==> config.mk <==
export PLATFORM = sky130hd
export DESIGN_NAME = int_stimulus
export DESIGN_NICKNAME = d
export VERILOG_FILES = /design/src/rtl/int_stim_pkg.sv /design/src/rtl/int_stim_chan.sv /design/src/rtl/int_stimulus.sv
export SDC_FILE = /design/constraint.sdc
export NUM_CORES = 1
export LEC_CHECK = 0
export CAP_MARGIN = 40
export CORE_UTILIZATION = 49
export DETAILED_ROUTE_END_ITERATION = 10
export PLACE_DENSITY_LB_ADDON = 0.3
export SETUP_SLACK_MARGIN = 0.1
export SLEW_MARGIN = 40
export SYNTH_ARGS = -nofsm -noshare
export SYNTH_HDL_FRONTEND = slang
export SYNTH_SLANG_ARGS = --single-unit
==> constraint.sdc <==
create_clock -name clk -period 15.88 [get_ports clk]
set_clock_uncertainty 0.05 [all_clocks]
set_input_delay 3.176 -clock clk [delete_from_list [all_inputs] [get_ports clk]]
set_output_delay 3.176 -clock clk [all_outputs]
set_load 0.01 [all_outputs]
==> src/rtl/int_stim_pkg.sv <==
// ============================================================================
// Module      : int_stim_pkg
// Description : Shared types and constants for the interrupt stimulus block.
// Revision    : 1.0
// ============================================================================
`default_nettype none

package int_stim_pkg;

    typedef enum logic [1:0] {
        ST_IDLE     = 2'd0,
        ST_WAIT_DLY = 2'd1,
        ST_ASSERT   = 2'd2,
        ST_DONE     = 2'd3
    } chan_state_t;

    localparam int ACK_STRIDE = 4;

    localparam int MODE_LEVEL = 0;
    localparam int MODE_PULSE = 1;

    // Word-granular address compare; the two byte-offset bits never matter.
    function automatic logic word_match(input logic [31:0] a, input logic [31:0] b);
        return ((a & ~32'd3) == (b & ~32'd3));
    endfunction

endpackage

`default_nettype wire

==> src/rtl/int_stim_chan.sv <==
// ============================================================================
// Module      : int_stim_chan
// Description : One interrupt channel: trigger FSM with delay and pulse counters.
// Revision    : 1.0
// ============================================================================
`default_nettype none

module int_stim_chan
    import int_stim_pkg::*;
#(
    parameter int          DLY_W      = 16,
    parameter int          PULSE_MODE = MODE_LEVEL,
    parameter int          PULSE_LEN  = 4,
    parameter logic [31:0] ACK_ADDR   = 32'h7f20
) (
    input  logic             clk,
    input  logic             reset,
    input  logic             en,
    input  logic [31:0]      pc,
    input  logic [31:0]      trig_pc,
    input  logic [DLY_W-1:0] delay,
    input  logic [31:0]      store_addr,
    input  logic [3:0]       store_byteen,
    input  logic             budget_ok,
    input  logic             grant,
    output logic             req,
    output logic             irq
);

    localparam int PW = (PULSE_LEN > 1) ? $clog2(PULSE_LEN) : 1;

    chan_state_t      state;
    chan_state_t      state_nxt;
    logic [DLY_W-1:0] dcnt;
    logic [DLY_W-1:0] dcnt_nxt;
    logic [PW-1:0]    pcnt;
    logic [PW-1:0]    pcnt_nxt;
    logic             pc_hit;
    logic             ack_hit;

    assign pc_hit  = word_match(pc, trig_pc);
    assign ack_hit = (|store_byteen) && word_match(store_addr, ACK_ADDR);

    // Request to enter ASSERT; the top level grants it against the budget.
    assign req = en && (state == ST_WAIT_DLY) && (dcnt == '0);

    always_ff @(posedge clk or negedge reset) begin
        if (!reset) begin
            state <= ST_IDLE;
            dcnt  <= '0;
            pcnt  <= '0;
            irq   <= 1'b0;
        end else begin
            state <= state_nxt;
            dcnt  <= dcnt_nxt;
            pcnt  <= pcnt_nxt;
            irq   <= (state_nxt == ST_ASSERT);
        end
    end

    always_comb begin
        state_nxt = state;
        dcnt_nxt  = dcnt;
        pcnt_nxt  = pcnt;
        if (!en) begin
            state_nxt = ST_IDLE;
        end else begin
            case (state)
                ST_IDLE: begin
                    if (pc_hit && budget_ok) begin
                        state_nxt = ST_WAIT_DLY;
                        dcnt_nxt  = delay;
                    end
                end
                ST_WAIT_DLY: begin
                    if (dcnt == '0) begin
                        if (grant) begin
                            state_nxt = ST_ASSERT;
                            pcnt_nxt  = PW'(PULSE_LEN - 1);
                        end else begin
                            state_nxt = ST_IDLE;
                        end
                    end else begin
                        dcnt_nxt = dcnt - DLY_W'(1);
                    end
                end
                ST_ASSERT: begin
                    if (PULSE_MODE == MODE_PULSE) begin
                        if (pcnt == '0) begin
                            state_nxt = ST_DONE;
                        end else begin
                            pcnt_nxt = pcnt - PW'(1);
                        end
                    end else if ((PULSE_MODE == MODE_LEVEL) && ack_hit) begin
                        state_nxt = ST_DONE;
                    end
                end
                ST_DONE: begin
                    if (!pc_hit) begin
                        state_nxt = ST_IDLE;
                    end
                end
                default: state_nxt = ST_IDLE;
            endcase
        end
    end

endmodule

`default_nettype wire

==> src/rtl/int_stimulus.sv <==
// ============================================================================
// Module      : int_stimulus
// Description : PC-triggered multi-channel interrupt generator with a global budget.
// Revision    : 1.0
// ============================================================================
`default_nettype none

module int_stimulus
    import int_stim_pkg::*;
#(
    parameter int          NUM_CH      = 6,
    parameter int          DLY_W       = 16,
    parameter logic [31:0] ACK_BASE    = 32'h7f20,
    parameter int          PULSE_MODE  = MODE_LEVEL,
    parameter int          PULSE_LEN   = 4,
    parameter int          BUDGET_W    = 32,
    parameter int          BUDGET_INIT = 100
) (
    input  logic                    clk,
    input  logic                    reset,
    input  logic [31:0]             macroscopic_pc,
    input  logic [31:0]             m_int_addr,
    input  logic [3:0]              m_int_byteen,
    input  logic [32*NUM_CH-1:0]    cfg_trig_pc,
    input  logic [DLY_W*NUM_CH-1:0] cfg_delay,
    input  logic [NUM_CH-1:0]       cfg_en,
    output logic [NUM_CH-1:0]       interrupt,
    output logic                    irq_any,
    output logic [BUDGET_W-1:0]     fired_cnt,
    output logic                    budget_empty
);

    logic [BUDGET_W-1:0] budget;
    logic [BUDGET_W-1:0] budget_left;
    logic [BUDGET_W:0]   fired_sum;
    logic [NUM_CH-1:0]   req;
    logic [NUM_CH-1:0]   grant;
    logic                budget_ok;

    assign budget_ok = (budget != '0);

    generate
        for (genvar k = 0; k < NUM_CH; k++) begin : g_chan
            int_stim_chan #(
                .DLY_W      (DLY_W),
                .PULSE_MODE (PULSE_MODE),
                .PULSE_LEN  (PULSE_LEN),
                .ACK_ADDR   (ACK_BASE + 32'(ACK_STRIDE * k))
            ) u_chan (
                .clk          (clk),
                .reset        (reset),
                .en           (cfg_en[k]),
                .pc           (macroscopic_pc),
                .trig_pc      (cfg_trig_pc[32*k +: 32]),
                .delay        (cfg_delay[DLY_W*k +: DLY_W]),
                .store_addr   (m_int_addr),
                .store_byteen (m_int_byteen),
                .budget_ok    (budget_ok),
                .grant        (grant[k]),
                .req          (req[k]),
                .irq          (interrupt[k])
            );
        end
    endgenerate

    // Lowest index wins while budget remains; refused channels fall back to IDLE.
    always_comb begin
        grant       = '0;
        budget_left = budget;
        for (int k = 0; k < NUM_CH; k++) begin
            if (req[k] && (budget_left != '0)) begin
                grant[k]    = 1'b1;
                budget_left = budget_left - BUDGET_W'(1);
            end
        end
    end

    assign fired_sum = {1'b0, fired_cnt} + {1'b0, budget - budget_left};

    always_ff @(posedge clk or negedge reset) begin
        if (!reset) begin
            budget    <= BUDGET_W'(BUDGET_INIT);
            fired_cnt <= '0;
        end else begin
            budget    <= budget_left;
            fired_cnt <= fired_sum[BUDGET_W] ? '1 : fired_sum[BUDGET_W-1:0];
        end
    end

    assign irq_any      = |interrupt;
    assign budget_empty = (budget == '0);

endmodule

`default_nettype wire

==> flow_summary_export.csv <==
group,metric,value,unit
global_route,grt_pass1_wl,154000,µm
critical_path,critPathTopFamily,"simple AND/OR/NAND/NOR gates",
cells_and_area,most-common-layout-cells,"806 x buf_4, 385 x clkdlybuf4s50_1, 224 x nor2_1, 211 x xnor2_1, 199 x nand2_1",
critical_path,end_kind,"flop",
die,die_h,210,µm
critical_path,timing.rr.start,"g_chan[0].u_chan.dcnt[4]$_DFFE_PN0P_",
global_route,grt_overflow,0,
synthesis,synth_cell_type_count,120,
die,die_x,210,µm
run_status,violations,"negative setup slack",
route,routed_wl,106000,µm
synthesis,syn_area,21100,µm²
critical_path,slowest_stage,"or4_1",
synthesis,synth_top_flop_cell,"dfrtp_1",
critical_path,cpPeakStageDelay,0.57,ns
sta,finalCritPeriodShare,1.10,
cells_and_area,final_cells,4448,
sta,worst_pin_slew,0.827,ns
placed_design,numPlacedInstances,4302,
job,max_cap_viol_count,0,
synthesis,syn_avg_cell_area,7.56,µm²
sta,slew_headroom,0.447,
sta,timing.final.ws_setup,-1.56,ns
power,power.leakage,14.6,nW
critical_path,critical_path_cell_count,79,
critical_path,cp-startpoint,"cfg_en[0]",
clocking,htree_levels,4,
route,drc_errors,0,
global_route,grt_max_degree,106,
clocking,cts_buffers,17,
critical_path,path_class,"in -> reg",
cells_and_area,multi_input_area,16800,µm²
critical_path,crit_buf_inv,16,
sta,max_freq,0.0573,GHz
placed_design,preCtsSetupSlack,-2.45,ns
critical_path,critPathLaunchType,"input port",
placed_design,place_hpwl,81100,µm
min_path,hold_depth,2,
sta,final_max_slew_viol_count,0,
global_route,grt_usage,0.457,
clocking,cts_root_buf,"clkbuf_16",
critical_path,worstPathRequired,16.23,ns
clocking,tritoncts,"done",
cells_and_area,areaGrowthSynthToFinish,57.1,%
die,io_pins,404,
critical_path,arrival,17.79,ns
route,wl_per_cell,23.7,µm
critical_path,endpoint,"fired_cnt[20]$_DFF_PN0_",
clocking,cts.sinks,178,
route,first_iter_violations,3260,
power,power.density,52.1,nW/µm²
die,initial_core_util,0.500,
global_route,grt_pass1_vias,27400,
sta,period_needed,17.44,ns
synthesis,ys.warnings.count,0,
synthesis,synth_cells,2793,
cells_and_area,fill_cells,2883,
clocking,clkSlewWorstSetupHoldPaths,0.08,ns
die,row_count,75,
power,peakVddDrop,81.3,µV
synthesis,syn_nets,3234,
cells_and_area,layout-drive-gt1-share,0.293,
synthesis,ys_seq_area_frac,0.211,
critical_path,path_max_fanout,10,
sta,finalHoldViolCount,0,
critical_path,r2r_end,"fired_cnt[20]$_DFF_PN0_",
cells_and_area,utilization,0.786,
synthesis,ys_ff_latch,178,
global_route,antenna_found_initial,9,
synthesis,synthArstFlopShare,1.00,
min_path,hold_path_class,"reg -> reg",
synthesis,synth_edf_count,0,
cells_and_area,seq_area,4460,µm²
sta,grt_setup_unrepaired,"true",
route,first_pass_iters,6,
cells_and_area,final_common_cell,"buf_4",
run_status,outcome,"complete, but fails checks",
clocking,clockBufferDepth,2,
die,core_area,42200,µm²
sta,whs,0.453,ns
placed_design,io_buffers,387,
die,die_area,44000,µm²
critical_path,r2r.worst_path.cells,77,
sta,setup_violations,32,
clocking,clk_latency,0.51,ns
route,vias,28100,
critical_path,rrSetupSlack,-0.47,ns
placed_design,place_congestion,1.12,
critical_path,cp_common_cell,"buf_4",
route,viasPerCell,6.33,
route,drt.antenna.violating_nets,0,
cells_and_area,nNetsFinal,4329,
-- per-stage QoR --
stage | total power, mW | instance area [µm²] | setup TNS [ns]
after floorplan | 0.800 | 21500 | -29.19
after detailed placement | 1.15 | 30900 | -76.95
final | 1.73 | 33200 | -48.41
after global routing | 1.77 | 33200 | -64.61
after CTS | 1.64 | 32700 | -23.30
after global placement | 1.12 | 30800 | -61.26
-- worst min-delay path, delay by kind of cell (launching register included) --
| family | cells | cell delay, ns |
|---|---|---|
| AO/OA/AOI/OAI | 2 | 0.13 |
| flip-flops | 1 | 0.34 |
-- worst min path at each step --
| stage | start | end | slack (ns) |
|---|---|---|---|
| after global routing | g_chan[3].u_chan.dcnt[7]$_DFFE_PN0P_ | g_chan[3].u_chan.dcnt[7]$_DFFE_PN0P_ | 0.50 |
| after floorplan | g_chan[5].u_chan.dcnt[14]$_DFFE_PN0P_ | g_chan[5].u_chan.dcnt[14]$_DFFE_PN0P_ | 0.41 |
| after global placement | g_chan[5].u_chan.dcnt[14]$_DFFE_PN0P_ | g_chan[5].u_chan.dcnt[14]$_DFFE_PN0P_ | 0.43 |
| final | g_chan[5].u_chan.dcnt[7]$_DFFE_PN0P_ | g_chan[5].u_chan.dcnt[7]$_DFFE_PN0P_ | 0.45 |
| after CTS | g_chan[5].u_chan.dcnt[14]$_DFFE_PN0P_ | g_chan[5].u_chan.dcnt[14]$_DFFE_PN0P_ | 0.45 |
| after detailed placement | g_chan[5].u_chan.dcnt[14]$_DFFE_PN0P_ | g_chan[5].u_chan.dcnt[14]$_DFFE_PN0P_ | 0.44 |
-- area by class of cell --
cell class,instances,area share
Clock buffer,19,0.0136
Sequential cell,178,0.134
Inverter,105,0.0119
Multi-Input combinational cell,2371,0.506
Clock inverter,13,0.00351
Antenna cell,8,0.000603
Timing Repair Buffer,1215,0.310
Tap cell,539,0.0203
-- synthesized netlist by cell type, drive strengths merged, types with 11 or more instances --
library cell	number	area, µm²
a2111oi	19	214
a211oi	37	310
a21boi	12	97.6
a21o	27	203
a21oi	214	1100
a22o	12	105
a22oi	32	240
a31oi	24	150
and2	42	263
and3	33	211
and4	19	166
buf	30	219
clkbuf	110	414
dfrtp	175	4380
ha	75	938
inv	103	387
nand2	222	833
nand2b	38	238
nand3	84	440
nand4	84	574
nor2	235	890
nor2b	20	125
nor3	113	624
nor3b	11	82.6
nor4	86	639
nor4b	13	141
o21ai	227	1140
o21bai	19	143
o22ai	16	100
o31ai	26	214
or2	22	138
or3	45	297
or4	37	297
xnor2	224	1960
xor2	143	1260
-- per-layer routing --
layer / up-vias / wire, µm / GRT usage
met4: 6 / 8930 / 0.321
li1: 12500 / - / -
met1: 13200 / 38600 / 0.530
met2: 1886 / 47600 / 0.744
met5: - / 34 / 0
met3: 541 / 10400 / 0.109
-- repair_timing --
action	in CTS	in global routing
pin swaps	75	68
buffers inserted	84	18
hold buffers	0	0
endpoints found under the hold margin	0	0
gates resized for setup	113	69
setup endpoints to repair	32	32
cloned	3	1
-- state kept, by name, indices dropped and copies added, names as in the netlist --
signal and cells:
budget 32, g_chan.u_chan.dcnt 96, fired_cnt 32, g_chan.u_chan.state 12
g_chan.u_chan.irq 6
-- logic make-up (layout without fill, tap and decap cells) --
family	count (synthesis)	count (layout)	synth area share
and+or+nand+nor	1139	1140	0.297
AOI/OAI and AO/OA	769	769	0.235
xor gates and xnor gates	368	368	0.154
buffers and inverters	245	1352	0.0487
DFF	178	178	0.211
adders and majority gates	79	79	0.0473
muxes	15	15	0.00776
other	0	8	0
-- report_power, final --
group	switching [mW]	total [mW]	internal, mW
logic	0.352	0.751	0.398
registers	0.0412	0.540	0.499
clock network	0.223	0.438	0.214
No activity file was read; power rests on OpenSTA's default activity.
